## config.mk

```make
export PLATFORM = sky130hd
export DESIGN_NAME = crtc_gen
export DESIGN_NICKNAME = d
export VERILOG_FILES = /design/src/rtl/crtc_gen.sv
export SDC_FILE = /design/constraint.sdc
export NUM_CORES = 1
export LEC_CHECK = 0
export ABC_AREA = 1
export ABC_CLOCK_PERIOD_IN_PS = 8500
export BUFFER_PORTS_ARGS = -buffer_cell sky130_fd_sc_hd__buf_2
export CAP_MARGIN = 10
export CORE_MARGIN = 2
export CORE_UTILIZATION = 55
export DETAILED_ROUTE_END_ITERATION = 10
export GPL_TIMING_DRIVEN = 0
export PLACE_DENSITY = 0.78
export SYNTH_ARGS = -nofsm -noshare
export SYNTH_HDL_FRONTEND = slang
export SYNTH_SLANG_ARGS = --single-unit
```

## constraint.sdc

```tcl
create_clock -name clk_i -period 8.5 [get_ports clk_i]
set_clock_uncertainty 0.05 [all_clocks]
set_input_delay 1.7 -clock clk_i [delete_from_list [all_inputs] [get_ports clk_i]]
set_output_delay 1.7 -clock clk_i [all_outputs]
set_load 0.01 [all_outputs]
```

## src/rtl/crtc_gen.sv

```systemverilog
// crtc_gen: CRT timing generator for the DVI output path (pixel clock domain).
// Counts raw pixels/lines over a front porch, sync, back porch, active layout.
// Outputs are registered decodes of the previous cycle's counter state.
// Optional feature macro: CRTC_GEN_SHADOW_EN. When it is defined, the timing
// inputs pass through shadow registers that load at end of frame after a
// cfg_update_i request. When it is not defined, the timing inputs are used
// live every cycle.
module crtc_gen #(
    parameter int unsigned W         = 12,
    parameter int unsigned FCNT_W    = 8,
    parameter bit          HSYNC_POL = 1'b0,
    parameter bit          VSYNC_POL = 1'b0
) (
    input  logic              clk_i,
    input  logic              rst_n_i,
    input  logic              enable_i,
    input  logic [W-1:0]      ha_i,
    input  logic [W-1:0]      hfp_i,
    input  logic [W-1:0]      hsw_i,
    input  logic [W-1:0]      hbp_i,
    input  logic [W-1:0]      va_i,
    input  logic [W-1:0]      vfp_i,
    input  logic [W-1:0]      vsw_i,
    input  logic [W-1:0]      vbp_i,
    input  logic              cfg_update_i,
    output logic              cfg_ack_o,
    output logic              hsync_o,
    output logic              vsync_o,
    output logic              de_o,
    output logic              hblank_o,
    output logic              vblank_o,
    output logic [W-1:0]      x_o,
    output logic [W-1:0]      y_o,
    output logic [W-1:0]      raw_x_o,
    output logic [W-1:0]      raw_y_o,
    output logic              line_start_o,
    output logic              frame_start_o,
    output logic [FCNT_W-1:0] frame_cnt_o
);

    // geometry in effect this cycle
    logic [W-1:0] ha, hfp, hsw, hbp, va, vfp, vsw, vbp;

    logic [W-1:0]      rx_q, rx_d, ry_q, ry_d;
    logic [FCNT_W-1:0] fcnt_q, fcnt_d;

    // sums carry one extra bit so HT/VT = 2^W is representable
    logic [W:0] hbl, ht, hs_end, vbl, vt, vs_end, rx1, ry1;
    logic       h_wrap, v_wrap, eof;

    assign hbl    = {1'b0, hfp} + {1'b0, hsw} + {1'b0, hbp};
    assign ht     = hbl + {1'b0, ha};
    assign hs_end = {1'b0, hfp} + {1'b0, hsw};
    assign vbl    = {1'b0, vfp} + {1'b0, vsw} + {1'b0, vbp};
    assign vt     = vbl + {1'b0, va};
    assign vs_end = {1'b0, vfp} + {1'b0, vsw};
    assign rx1    = {1'b0, rx_q} + 1'b1;
    assign ry1    = {1'b0, ry_q} + 1'b1;
    // >= so a counter left beyond a shrunken total still wraps
    assign h_wrap = (rx1 >= ht);
    assign v_wrap = (ry1 >= vt);
    assign eof    = enable_i & h_wrap & v_wrap;

`ifdef CRTC_GEN_SHADOW_EN
    logic [W-1:0] ha_q, hfp_q, hsw_q, hbp_q, va_q, vfp_q, vsw_q, vbp_q;
    logic         pend_q, pend_d, ack_q, apply;

    // a request in the apply cycle itself is folded in; disabled applies at once
    assign apply  = (pend_q | cfg_update_i) & (eof | ~enable_i);
    assign pend_d = (pend_q | cfg_update_i) & ~apply;

    // shadow geometry, pending request and ack pulse
    always_ff @(posedge clk_i) begin
        if (!rst_n_i) begin
            {ha_q, hfp_q, hsw_q, hbp_q} <= '0;
            {va_q, vfp_q, vsw_q, vbp_q} <= '0;
            pend_q <= 1'b0;
            ack_q  <= 1'b0;
        end else begin
            if (apply) begin
                {ha_q, hfp_q, hsw_q, hbp_q} <= {ha_i, hfp_i, hsw_i, hbp_i};
                {va_q, vfp_q, vsw_q, vbp_q} <= {va_i, vfp_i, vsw_i, vbp_i};
            end
            pend_q <= pend_d;
            ack_q  <= apply;
        end
    end

    assign {ha, hfp, hsw, hbp} = {ha_q, hfp_q, hsw_q, hbp_q};
    assign {va, vfp, vsw, vbp} = {va_q, vfp_q, vsw_q, vbp_q};
    assign cfg_ack_o = ack_q;
`else
    logic unused_cfg_update;
    assign unused_cfg_update   = cfg_update_i;
    assign {ha, hfp, hsw, hbp} = {ha_i, hfp_i, hsw_i, hbp_i};
    assign {va, vfp, vsw, vbp} = {va_i, vfp_i, vsw_i, vbp_i};
    assign cfg_ack_o = 1'b0;
`endif

    // raw pixel/line counters and frame counter next state
    always_comb begin
        rx_d   = rx_q;
        ry_d   = ry_q;
        fcnt_d = fcnt_q;
        if (!enable_i) begin
            rx_d = '0;
            ry_d = '0;
        end else if (h_wrap) begin
            rx_d = '0;
            if (v_wrap) begin
                ry_d   = '0;
                fcnt_d = fcnt_q + FCNT_W'(1);
            end else begin
                ry_d = ry_q + W'(1);
            end
        end else begin
            rx_d = rx_q + W'(1);
        end
    end

    // counter state registers
    always_ff @(posedge clk_i) begin
        if (!rst_n_i) begin
            rx_q   <= '0;
            ry_q   <= '0;
            fcnt_q <= '0;
        end else begin
            rx_q   <= rx_d;
            ry_q   <= ry_d;
            fcnt_q <= fcnt_d;
        end
    end

    logic hb, vb, de;
    assign hb = ({1'b0, rx_q} < hbl);
    assign vb = ({1'b0, ry_q} < vbl);
    assign de = ~hb & ~vb;

    // registered decode of this cycle's counter state; idle when disabled
    always_ff @(posedge clk_i) begin
        if (!rst_n_i || !enable_i) begin
            hsync_o       <= ~HSYNC_POL;
            vsync_o       <= ~VSYNC_POL;
            de_o          <= 1'b0;
            hblank_o      <= 1'b0;
            vblank_o      <= 1'b0;
            x_o           <= '0;
            y_o           <= '0;
            raw_x_o       <= '0;
            raw_y_o       <= '0;
            line_start_o  <= 1'b0;
            frame_start_o <= 1'b0;
        end else begin
            hsync_o       <= (rx_q >= hfp && {1'b0, rx_q} < hs_end) ? HSYNC_POL : ~HSYNC_POL;
            vsync_o       <= (ry_q >= vfp && {1'b0, ry_q} < vs_end) ? VSYNC_POL : ~VSYNC_POL;
            de_o          <= de;
            hblank_o      <= hb;
            vblank_o      <= vb;
            x_o           <= de ? rx_q - hbl[W-1:0] : '0;
            y_o           <= de ? ry_q - vbl[W-1:0] : '0;
            raw_x_o       <= rx_q;
            raw_y_o       <= ry_q;
            line_start_o  <= (rx_q == '0);
            frame_start_o <= (rx_q == '0) && (ry_q == '0);
        end
    end

    assign frame_cnt_o = fcnt_q;

endmodule

```

==> results.py <==
metrics = {
    "outcome": {
        "status": "finished clean",
    },
    "yosys": {
        "synth_cell_types": 46,
        "synthFlopType": "dfxtp_1",
        "synthCells": 1471,
        "yosys_warnings": 0,
        "ys_ff_latch": 87,
        "seq_area_frac_synth_pct": 17.5,
        "syn_area_sq_mm": 0.00996,
        "synth_area_leaders": "ha_1 (22%), dfxtp_1 (17%), nand2_1 (12%)",
        "synthArstFlopShare_pct": 0,
        "synth_top_area_share_pct": 22.2,
        "synth.avg_cell_area_sq_um": 6.77,
        "synth_edf_count": 0,
        "yosysTopAreaCell": "ha_1",
        "synth_nets": 1756,
    },
    "grt": {
        "grt_util_met1_pct": 37.9,
        "antenna_found_initial": 0,
        "top_usage_layer": "met2",
        "grt_max_degree": 17,
        "gr-total-overflow": 0,
        "met3_usage_pct": 4.14,
        "grt_pass1_wl_um": 44700,
        "grt_usage_pct": 28.3,
        "first_global_vias": 9397,
        "grt_util_met2_pct": 46.9,
    },
    "timing": {
        "setup-tns-final_ps": 0,
        "rsz0062_at_grt": "false",
        "worst_pin_slew_ps": 616,
        "hold_violations": 0,
        "slew_headroom_pct": 59.0,
        "min_period_ps": 7030,
        "fin_hold_ws_ps": 426,
        "setup-violations-final": 0,
        "max_clock_freq_mhz": 142,
        "drv_slew": 0,
        "period_share_pct": 82.7,
    },
    "clock_network": {
        "clk_pin_slew_ps": 70,
        "ctsResizeCount": 0,
        "htree_levels": 3,
        "cts_tree": "yes",
        "clk_latency_ps": 350,
        "cts_buffers": 9,
        "clockRootBuffer": "clkbuf_16",
        "cts.sinks": 87,
        "holdBufCountCts": 0,
        "cts_buffer_depth": 2,
        "post_cts_buffers": 0,
    },
    "placed_design": {
        "io_buffer_count": 160,
        "gp_congestion": 0.966,
        "dpl.hpwl_um": 23000,
    },
    "setup_path": {
        "crit_top_cell": "nand2_1",
        "ff2ff_path_depth": 17,
        "startpoint_type": "primary input",
        "r2r-start": "rx_q[5]",
        "r2r_slack_ps": 5080,
        "required_ps": 8720,
        "worstSetupEndpointType": "flop",
        "crit_slowest_cell": "ha_1",
        "slowest_delay_ps": 380,
        "crit_type": "primary input to flop",
        "rr_endpoint": "ry_q[11]",
        "cp.arrival_ps": 7250,
        "cp_max_fo": 10,
    },
    "layout": {
        "area_growth_pct": 13.8,
        "final_nets": 1927,
        "fill_cells": 1633,
        "diodes": 0,
        "final_util_pct": 63.5,
        "drive_gt1_share_pct": 14.5,
    },
    "drt": {
        "routed_wl_um": 27200,
        "wl_per_cell_um": 14.5,
        "dr_total_vias": 10100,
        "drt-initial-drc-count": 748,
        "ant_nets": 0,
        "dr.pass1.iters": 6,
        "routed_via_density": 5.37,
        "drc": 0,
    },
    "hold_path": {
        "whs_endpoint": "rx_q[0]",
        "hold_depth": 1,
        "min_from": "rx_q[0]",
        "min_path_type": "flop to flop",
    },
    "job": {
        "max-cap-violations": 0,
    },
    "power_and_ir_drop": {
        "irDropWorstVdd_mv": 0.133,
        "powerDensity_mw_per_mm2": 194,
        "power.leakage_nw": 6.45,
    },
    "floorplan": {
        "row_count": 49,
        "initial_core_util_pct": 55.8,
        "dieHeight_um": 139,
        "dieArea_sq_mm": 0.0192,
        "io_pins": 164,
        "die_w_um": 139,
        "placeableCoreArea_sq_mm": 0.0178,
    },
}
## registers in the layout, summed over array words and instances (netlist names), 8 cells and up
name,cells
frame_cnt_o,8
raw_x_o,12
raw_y_o,12
rx_q,12
ry_q,12
x_o,12
y_o,12
## worst max-delay path, delay by kind of cell
family	cells	cell delay (ps)
buffers and inverters	6	640
adder cells (fa/ha/maj)	4	1340
XOR/XNOR	2	360
AO/OA/AOI/OAI	5	900
AND/OR/NAND/NOR	18	2330
## cell families after synthesis
logic type / share of synthesized area [%]
other cells: 0.0376
buf+inv: 10.6
simple gates: 29.7
fa+ha+maj: 23.8
xor+xnor: 7.56
compound gates: 10.7
flops: 17.5
## cell usage in the layout (no fill, tap or decap), types with 5 or more instances in the layout
master | synthesis | final
nand2_2 | 7 | 7
clkbuf_1 | 5 | 5
inv_1 | 248 | 248
nor4_1 | 6 | 6
nor3_1 | 21 | 21
o21ai_1 | 5 | 5
clkbuf_16 | 0 | 9
o21ai_0 | 38 | 38
nand4_1 | 37 | 37
nor3_2 | 20 | 20
nand2_1 | 311 | 311
xor2_1 | 58 | 58
inv_2 | 5 | 5
xnor2_1 | 28 | 28
o21bai_1 | 9 | 9
ha_1 | 177 | 177
buf_2 | 4 | 164
a21oi_1 | 97 | 97
a21o_1 | 15 | 15
fa_1 | 8 | 8
dfxtp_1 | 87 | 87
nand3_1 | 94 | 94
nor2_1 | 140 | 140
## worst max path at each step
stage / from / end / slack (ps)
CTS: hfp_i[2] / ry_q[11] / 1560
finish: hfp_i[2] / ry_q[11] / 1470
global route: hfp_i[4] / ry_q[6] / 900
detailed placement: hfp_i[0] / ry_q[11] / 1220
floorplan: vfp_i[0] / frame_cnt_o[0] / 2330
global placement: hfp_i[0] / ry_q[11] / 1230
## cells in the mapped netlist (3+ instances only)
cell,n
a21o_1,15
a21oi_1,97
a21oi_2,3
a221oi_1,3
buf_2,4
buf_4,3
buf_6,4
clkbuf_1,5
dfxtp_1,87
fa_1,8
ha_1,177
inv_1,248
inv_2,5
nand2_1,311
nand2_2,7
nand2_4,3
nand3_1,94
nand3_2,4
nand3b_1,4
nand4_1,37
nor2_1,140
nor3_1,21
nor3_2,20
nor4_1,6
o21ai_0,38
o21ai_1,5
o21bai_1,9
o31ai_1,4
or2_2,3
xnor2_1,28
xor2_1,58
## per-layer routing
layer,vias to the layer above,part of all wire [%]
met2,370,45
met4,0,3.0
met5,-,0
li1,5146,-
met3,50,6.5
met1,4510,46
## stage by stage
| stage | cells | total power, W | setup slack (ps) | cell area, sq um |
|---|---|---|---|---|
| after floorplan | 1471 | 0.00147 | 2330 | 9960 |
| after global placement | 1860 | 0.00176 | 1230 | 11000 |
| after detailed placement | 1860 | 0.00179 | 1220 | 11000 |
| after CTS | 1876 | 0.00219 | 1560 | 11300 |
| after global routing | 1876 | 0.00241 | 901 | 11300 |
| final | 1876 | 0.00220 | 1470 | 11300 |
## area by class of cell
class                           count  area, sq um  area share, %
Buffer                             16          106          0.938
Inverter                          254          953           8.41
Clock inverter                      6         48.8          0.430
Timing Repair Buffer              160          801           7.06
Tap cell                          229          287           2.53
Multi-Input combinational cell   1114         7160           63.2
Clock buffer                       10          239           2.11
Sequential cell                    87         1740           15.4
## report_power, final
| group | internal [W] | switching (W) | total, W | leakage, nW |
|---|---|---|---|---|
| sequential | 0.000409 | 0.00000156 | 0.000411 | 0.702 |
| combinational | 0.000510 | 0.000888 | 0.00140 | 5.61 |
| clock | 0.000210 | 0.000180 | 0.000389 | 0.137 |
No activity file was read; power rests on OpenSTA's default activity.
